`config.mk`:
```
export PLATFORM = sky130hd
export DESIGN_NAME = fc_neuron_bank
export DESIGN_NICKNAME = d
export VERILOG_FILES = /design/src/rtl/fc_neuron_bank.sv
export SDC_FILE = /design/constraint.sdc
export NUM_CORES = 1
export LEC_CHECK = 0
export ABC_AREA = 1
export CAP_MARGIN = 20
export CORE_ASPECT_RATIO = 0.6
export CORE_MARGIN = 3
export CORE_UTILIZATION = 45
export CTS_CLUSTER_SIZE = 28
export DETAILED_ROUTE_END_ITERATION = 12
export SYNTH_ARGS = -nofsm -noshare
export SYNTH_HDL_FRONTEND = slang
export SYNTH_SLANG_ARGS = --single-unit
```
`constraint.sdc`:
```
create_clock -name clk -period 3.7 [get_ports clk]
set_input_delay 0.37 -clock clk [delete_from_list [all_inputs] [get_ports clk]]
set_output_delay 0.37 -clock clk [all_outputs]
set_load 0.01 [all_outputs]
```
`src/rtl/fc_neuron_bank.sv`:
```
// Fixed-point MAC bank: one product per beat into a per-neuron accumulator, then a saturated drain.
// Optional build macro FC_RELU_EN clamps drained results at zero.
module fc_neuron_bank #(
    parameter int unsigned DATA_WIDTH  = 16,
    parameter int unsigned FRACTIONAL  = 5,
    parameter int unsigned NUM_NEURONS = 4,
    parameter int unsigned ADDR_WIDTH  = (NUM_NEURONS > 1) ? $clog2(NUM_NEURONS) : 1,
    parameter int unsigned ACC_GUARD   = 8
) (
    input  logic                         clk,
    input  logic                         rst,
    input  logic                         start,
    input  logic                         in_valid,
    output logic                         in_ready,
    input  logic signed [DATA_WIDTH-1:0] in_data,
    input  logic signed [DATA_WIDTH-1:0] weight,
    input  logic        [ADDR_WIDTH-1:0] in_addr,
    input  logic                         in_last,
    output logic                         out_valid,
    input  logic                         out_ready,
    output logic        [DATA_WIDTH-1:0] out_data,
    output logic        [ADDR_WIDTH-1:0] out_addr,
    output logic                         out_last,
    output logic                         busy,
    output logic                         sat_flag
);

    localparam int unsigned ACC_W  = DATA_WIDTH + ACC_GUARD;
    localparam int unsigned PROD_W = 2 * DATA_WIDTH;
    localparam int unsigned SUM_W  = ((ACC_W > PROD_W) ? ACC_W : PROD_W) + 1;
    localparam logic [ADDR_WIDTH-1:0] LAST_IDX = ADDR_WIDTH'(NUM_NEURONS - 1);

    typedef enum logic [1:0] {StIdle, StAccum, StFlush, StDrain} state_e;

    state_e state_q, state_d;
    logic [ADDR_WIDTH-1:0] idx_q, idx_d;
    logic                  sat_q, sat_d;

    logic signed [PROD_W-1:0] full_prod;
    logic signed [PROD_W-1:0] prod_q, prod_d;
    logic [ADDR_WIDTH-1:0]    paddr_q, paddr_d;
    logic                     pvalid_q, pvalid_d;

    logic signed [ACC_W-1:0] acc_q [NUM_NEURONS];
    logic signed [ACC_W-1:0] acc_d [NUM_NEURONS];

    logic signed [ACC_W-1:0]  acc_rd;
    logic signed [SUM_W-1:0]  sum;
    logic [SUM_W-ACC_W:0]     sum_hi;
    logic                     acc_ovf;
    logic signed [ACC_W-1:0]  acc_new;

    logic signed [ACC_W-1:0]  acc_sel;
    logic [ACC_GUARD:0]       sel_hi;
    logic                     out_ovf;
    logic [DATA_WIDTH-1:0]    out_sat;
    logic [DATA_WIDTH-1:0]    out_val;
    logic                     draining;
    logic                     start_ok;

    assign draining = (state_q == StDrain);
    assign start_ok = (state_q == StIdle) && start;

    // Stage 1: full-precision product, arithmetic shift truncates toward -inf.
    assign full_prod = PROD_W'(in_data) * PROD_W'(weight);

    always_comb begin
        pvalid_d = (state_q == StAccum) && in_valid && (32'(in_addr) < NUM_NEURONS);
        prod_d   = full_prod >>> FRACTIONAL;
        paddr_d  = in_addr;
    end

    // Stage 2: single-cycle read-modify-write, so back-to-back hits on one neuron chain correctly.
    always_comb begin
        acc_rd  = acc_q[paddr_q];
        sum     = SUM_W'(acc_rd) + SUM_W'(prod_q);
        sum_hi  = sum[SUM_W-1:ACC_W-1];
        acc_ovf = ~((&sum_hi) | ~(|sum_hi));
        if (acc_ovf) begin
            acc_new = sum[SUM_W-1] ? {1'b1, {(ACC_W-1){1'b0}}} : {1'b0, {(ACC_W-1){1'b1}}};
        end else begin
            acc_new = sum[ACC_W-1:0];
        end
    end

    always_comb begin
        acc_d = acc_q;
        if (start_ok) begin
            for (int i = 0; i < int'(NUM_NEURONS); i++) begin
                acc_d[i] = '0;
            end
        end else if (pvalid_q) begin
            acc_d[paddr_q] = acc_new;
        end
    end

    // Drain path: saturate the selected accumulator down to DATA_WIDTH.
    always_comb begin
        acc_sel = acc_q[idx_q];
        sel_hi  = acc_sel[ACC_W-1:DATA_WIDTH-1];
        out_ovf = ~((&sel_hi) | ~(|sel_hi));
        if (out_ovf) begin
            out_sat = acc_sel[ACC_W-1] ? {1'b1, {(DATA_WIDTH-1){1'b0}}}
                                       : {1'b0, {(DATA_WIDTH-1){1'b1}}};
        end else begin
            out_sat = acc_sel[DATA_WIDTH-1:0];
        end
`ifdef FC_RELU_EN
        out_val = out_sat[DATA_WIDTH-1] ? '0 : out_sat;
`else
        out_val = out_sat;
`endif
    end

    always_comb begin
        state_d = state_q;
        idx_d   = idx_q;
        unique case (state_q)
            StIdle: begin
                if (start) begin
                    state_d = StAccum;
                end
            end
            StAccum: begin
                if (in_valid && in_last) begin
                    state_d = StFlush;
                end
            end
            StFlush: begin
                state_d = StDrain;
                idx_d   = '0;
            end
            StDrain: begin
                if (out_ready) begin
                    if (idx_q == LAST_IDX) begin
                        state_d = StIdle;
                        idx_d   = '0;
                    end else begin
                        idx_d = idx_q + ADDR_WIDTH'(1);
                    end
                end
            end
            default: state_d = StIdle;
        endcase
    end

    always_comb begin
        if (start_ok) begin
            sat_d = 1'b0;
        end else begin
            sat_d = sat_q | (pvalid_q & acc_ovf) | (draining & out_ovf);
        end
    end

    always_ff @(posedge clk or negedge rst) begin
        if (!rst) begin
            state_q  <= StIdle;
            idx_q    <= '0;
            sat_q    <= 1'b0;
            prod_q   <= '0;
            paddr_q  <= '0;
            pvalid_q <= 1'b0;
            for (int i = 0; i < int'(NUM_NEURONS); i++) begin
                acc_q[i] <= '0;
            end
        end else begin
            state_q  <= state_d;
            idx_q    <= idx_d;
            sat_q    <= sat_d;
            prod_q   <= prod_d;
            paddr_q  <= paddr_d;
            pvalid_q <= pvalid_d;
            for (int i = 0; i < int'(NUM_NEURONS); i++) begin
                acc_q[i] <= acc_d[i];
            end
        end
    end

    // Outputs come straight from registered state; nothing combinational from out_ready.
    assign in_ready  = (state_q == StAccum);
    assign busy      = (state_q != StIdle);
    assign sat_flag  = sat_q;
    assign out_valid = draining;
    assign out_data  = draining ? out_val : '0;
    assign out_addr  = draining ? idx_q : '0;
    assign out_last  = draining && (idx_q == LAST_IDX);

endmodule
```
==> results.toml <==
[timing]
slew_violations = 0
finalCritPeriodShare_pct = 138.0
fin_skew_ns = 0.007627
layout_setup_ws_ns = -1.405
tightest_slew_ns = 1.098
rsz0062_at_grt = "true"
fmax_mhz = 195.9
finalCriticalPeriod_ns = 5.105
finalSetupViolations = 25
hold_ws_ns = 0.006559
max-slew-margin-rel_pct = 26.74
hold_viol = 0

[clock_tree]
cts_tree = "done"
cts_hold_buf = 0
clk_latency_ns = 0.43
clockBufferDepth = 2
cts_sinks = 131
cts_buffers = 17
path_clk_slew_ns = 0.06
root_buffer = "clkbuf_16"
htree_levels = 4

[worst_setup_path]
worstPathMaxFanout = 3
path_cells = "buf_6 -> clkinvlp_4 -> buf_12 -> buf_8 -> buf_6 -> nor2_4 -> fa_1 -> fa_1 -> fa_1 -> fa_1 -> fa_1 -> inv_1 -> fa_1 -> inv_2 -> ha_4 -> buf_6 -> nand2_4 -> buf_6 -> buf_12 -> nor2_4 -> a21oi_2 -> o311a_1 -> o21ai_4 -> xor2_1"
cpPeakStageDelay_ns = 0.53
worstPathArrival_ns = 5.46
cp-end-kind = "flip-flop"
crit_path_frequent_cell = "fa_1"
critPathSlowestCell = "fa_1"
start_kind = "input port"
crit_buf_inv = 10
path_class = "in2reg"
cp_top_family = "adder cells"
cp.required_ns = 4.06

[logic_synthesis]
synth_area_leaders = "fa_1, dfrtp_1, nand2_1"
synth_top_family_by_area = "adder cells"
synth_adder_area_share_pct = 36.19
syn_nets = 2786
synth_compound_area_share_pct = 10.08
synth-xor-area-share_pct = 2.575
synth_ff_type = "dfrtp_1"
netlist.top_cell.by_area = "fa_1"
synth_most_common_cell = "nand2_1"
syn_area_per_cell_sq_um = 7.742
seq_area_frac_synth_pct = 17.85
yosys.area_share.simple_pct = 19.99
synth_top_area_share_pct = 28.56
yosys_warnings = 0
syn-cell-area_sq_um = 18360
synth_common_cells = "nand2_1, inv_1, fa_1"
syn_inst = 2372
synth-seq-cells = 131
synth_mux_area_share_pct = 0
synth_edf_count = 0
synth_cell_types = 48
async_flop_share_pct = 100.0

[final_layout]
antenna_cells = 0
fillers = 3336
multi_input_area_sq_um = 14180
syn_to_final_growth_pct = 34.75
layout-drive-gt1-share_pct = 28.93
seq_area_sq_um = 3281
nets = 3099

[drt]
post_drt_via_cell_ratio = 5.242
final_antenna_net_count = 0
routed_wl_um = 57630
dr.pass1.iters = 6
drt_iter0_markers = 1873
drc = 0
vias = 16870
drt-wirelength-per-cell_um = 17.91

[grt]
antenna_found_initial = 0
grt_usage_pct = 27.41
grt_max_degree = 132
grt_pass1_vias = 17440
grt_pass1_wl_um = 93250
grt-ovfl-total = 0

[placement]
gp_congestion = 0.9490
hpwl_um = 41440
io_buffers = 62
place_ws_ns = -2.523

[floorplan]
die_area_sq_um = 43350
num_rows = 56
die_w_um = 266.8
start_util_pct = 46.31
coreArea_sq_um = 39660
dieHeight_um = 162.5
io_pins = 63

[run]
maxCapViolations = 0

[status]
run_status = "complete, but fails checks"
violations = "setup timing"

[worst_hold_path]
hold_class = "in2async"
-- sequential cells by signal, indices dropped and copies added, names as in the netlist --
name	flops
acc_q	96
idx_q	2
paddr_q	2
sat_flag	1
prod_q	27
pvalid_q	1
state_q	2
-- worst reg2reg max path, cell delays in order (launching register included) --
cell,delay (ns)
dfrtp_2,0.46
nor2_2,0.24
buf_4,0.28
a22oi_1,0.13
o221ai_2,0.11
ha_2,0.37
nand2_1,0.13
inv_1,0.06
a21oi_1,0.21
nand2_2,0.17
nand2_1,0.16
nand3_1,0.11
nand2_1,0.07
nand2_1,0.07
nor2_2,0.17
nand2_4,0.15
nand2_8,0.17
buf_4,0.16
nand2_4,0.06
o21ai_1,0.14
-- final cells by class --
cell class	instances	share of cell area, %
timing repair buffer	390	16.14
inverter	536	8.191
multi-input combinational	1609	57.30
clock inverter	8	0.5107
sequential	131	13.26
tap	522	2.639
clock buffer	22	1.957
-- placed cells by master (no fill, tap or decap), drive strengths merged, types with 2 or more instances in the layout --
cell type	Yosys	final
a21boi	2	2
a21o	4	4
a21oi	99	99
a22oi	33	33
a31oi	2	2
a32o	3	3
buf	25	348
bufbuf	0	4
bufinv	0	3
clkbuf	73	26
clkdlybuf4s50	0	30
clkinv	0	2
clkinvlp	0	5
dfrtp	131	131
dlygate4sd2	0	3
fa	262	262
ha	112	112
inv	536	534
nand2	664	666
nand3	78	78
nand4	10	10
nor2	100	100
nor3	10	10
o211ai	2	2
o21a	3	3
o21ai	131	131
o21bai	7	7
o221ai	16	16
o22ai	3	3
or2	6	6
xnor2	26	26
xor2	28	28
-- through the flow --
stage	utilization, %	instance area (sq um)	instances	setup TNS [ns]
4_1_cts	60.73	24090	3202	-28.85
5_1_grt	62.40	24750	3218	-36.04
2_1_floorplan	-	19200	2372	-27.66
6_report	62.40	24750	3218	-28.02
3_5_place_dp	54.61	21660	3078	-49.97
3_3_place_gp	54.61	21660	3078	-49.11
-- what timing repair did --
| item | CTS | global route |
|---|---|---|
| buffers inserted | 86 | 31 |
| setup endpoints to repair | 65 | 135 |
| gates resized for setup | 341 | 229 |
| pin swaps | 144 | 126 |
| gates cloned | 13 | 2 |
| endpoints found under the hold margin | 0 | 0 |
-- final timing paths --
path                                  startpoint                    end  slack [ns]  depth (start not counted)
max                                   weight[15]   prod_q[22]$_DFF_PN0_       -1.40                         24
min                                          rst   acc_q[5]$_DFFE_PN0P_       0.007                          2
max reg2reg                 paddr_q[1]$_DFF_PN0_  acc_q[52]$_DFFE_PN0P_        0.18                         19
min reg2reg                acc_q[11]$_DFFE_PN0P_  acc_q[11]$_DFFE_PN0P_        0.48                          2
max in group asynchronous                    rst   idx_q[0]$_DFFE_PN0P_        3.03                          2
min in group clk                      in_addr[0]   paddr_q[0]$_DFF_PN0_        0.39                          1
-- metal layers --
metal	vias to the layer above	track usage [%]	part of all wire [%]
met4	0	3.733	0.99
met2	735	39.69	42
met1	8256	42.63	47
met3	68	6.296	10
met5	-	0	0
li1	7809	-	-
-- cells by family after synthesis --
kind of cell             after synthesis
flip-flops                           131
XOR/XNOR                              54
adder cells (fa/ha/maj)              374
AND/OR/NAND/NOR                      871
AO/OA/AOI/OAI                        308
buffers and inverters                634
Power is left out: the tool's default activity adds up to more than one toggle a clock period on the data nets, which glitch-free logic cannot reach.
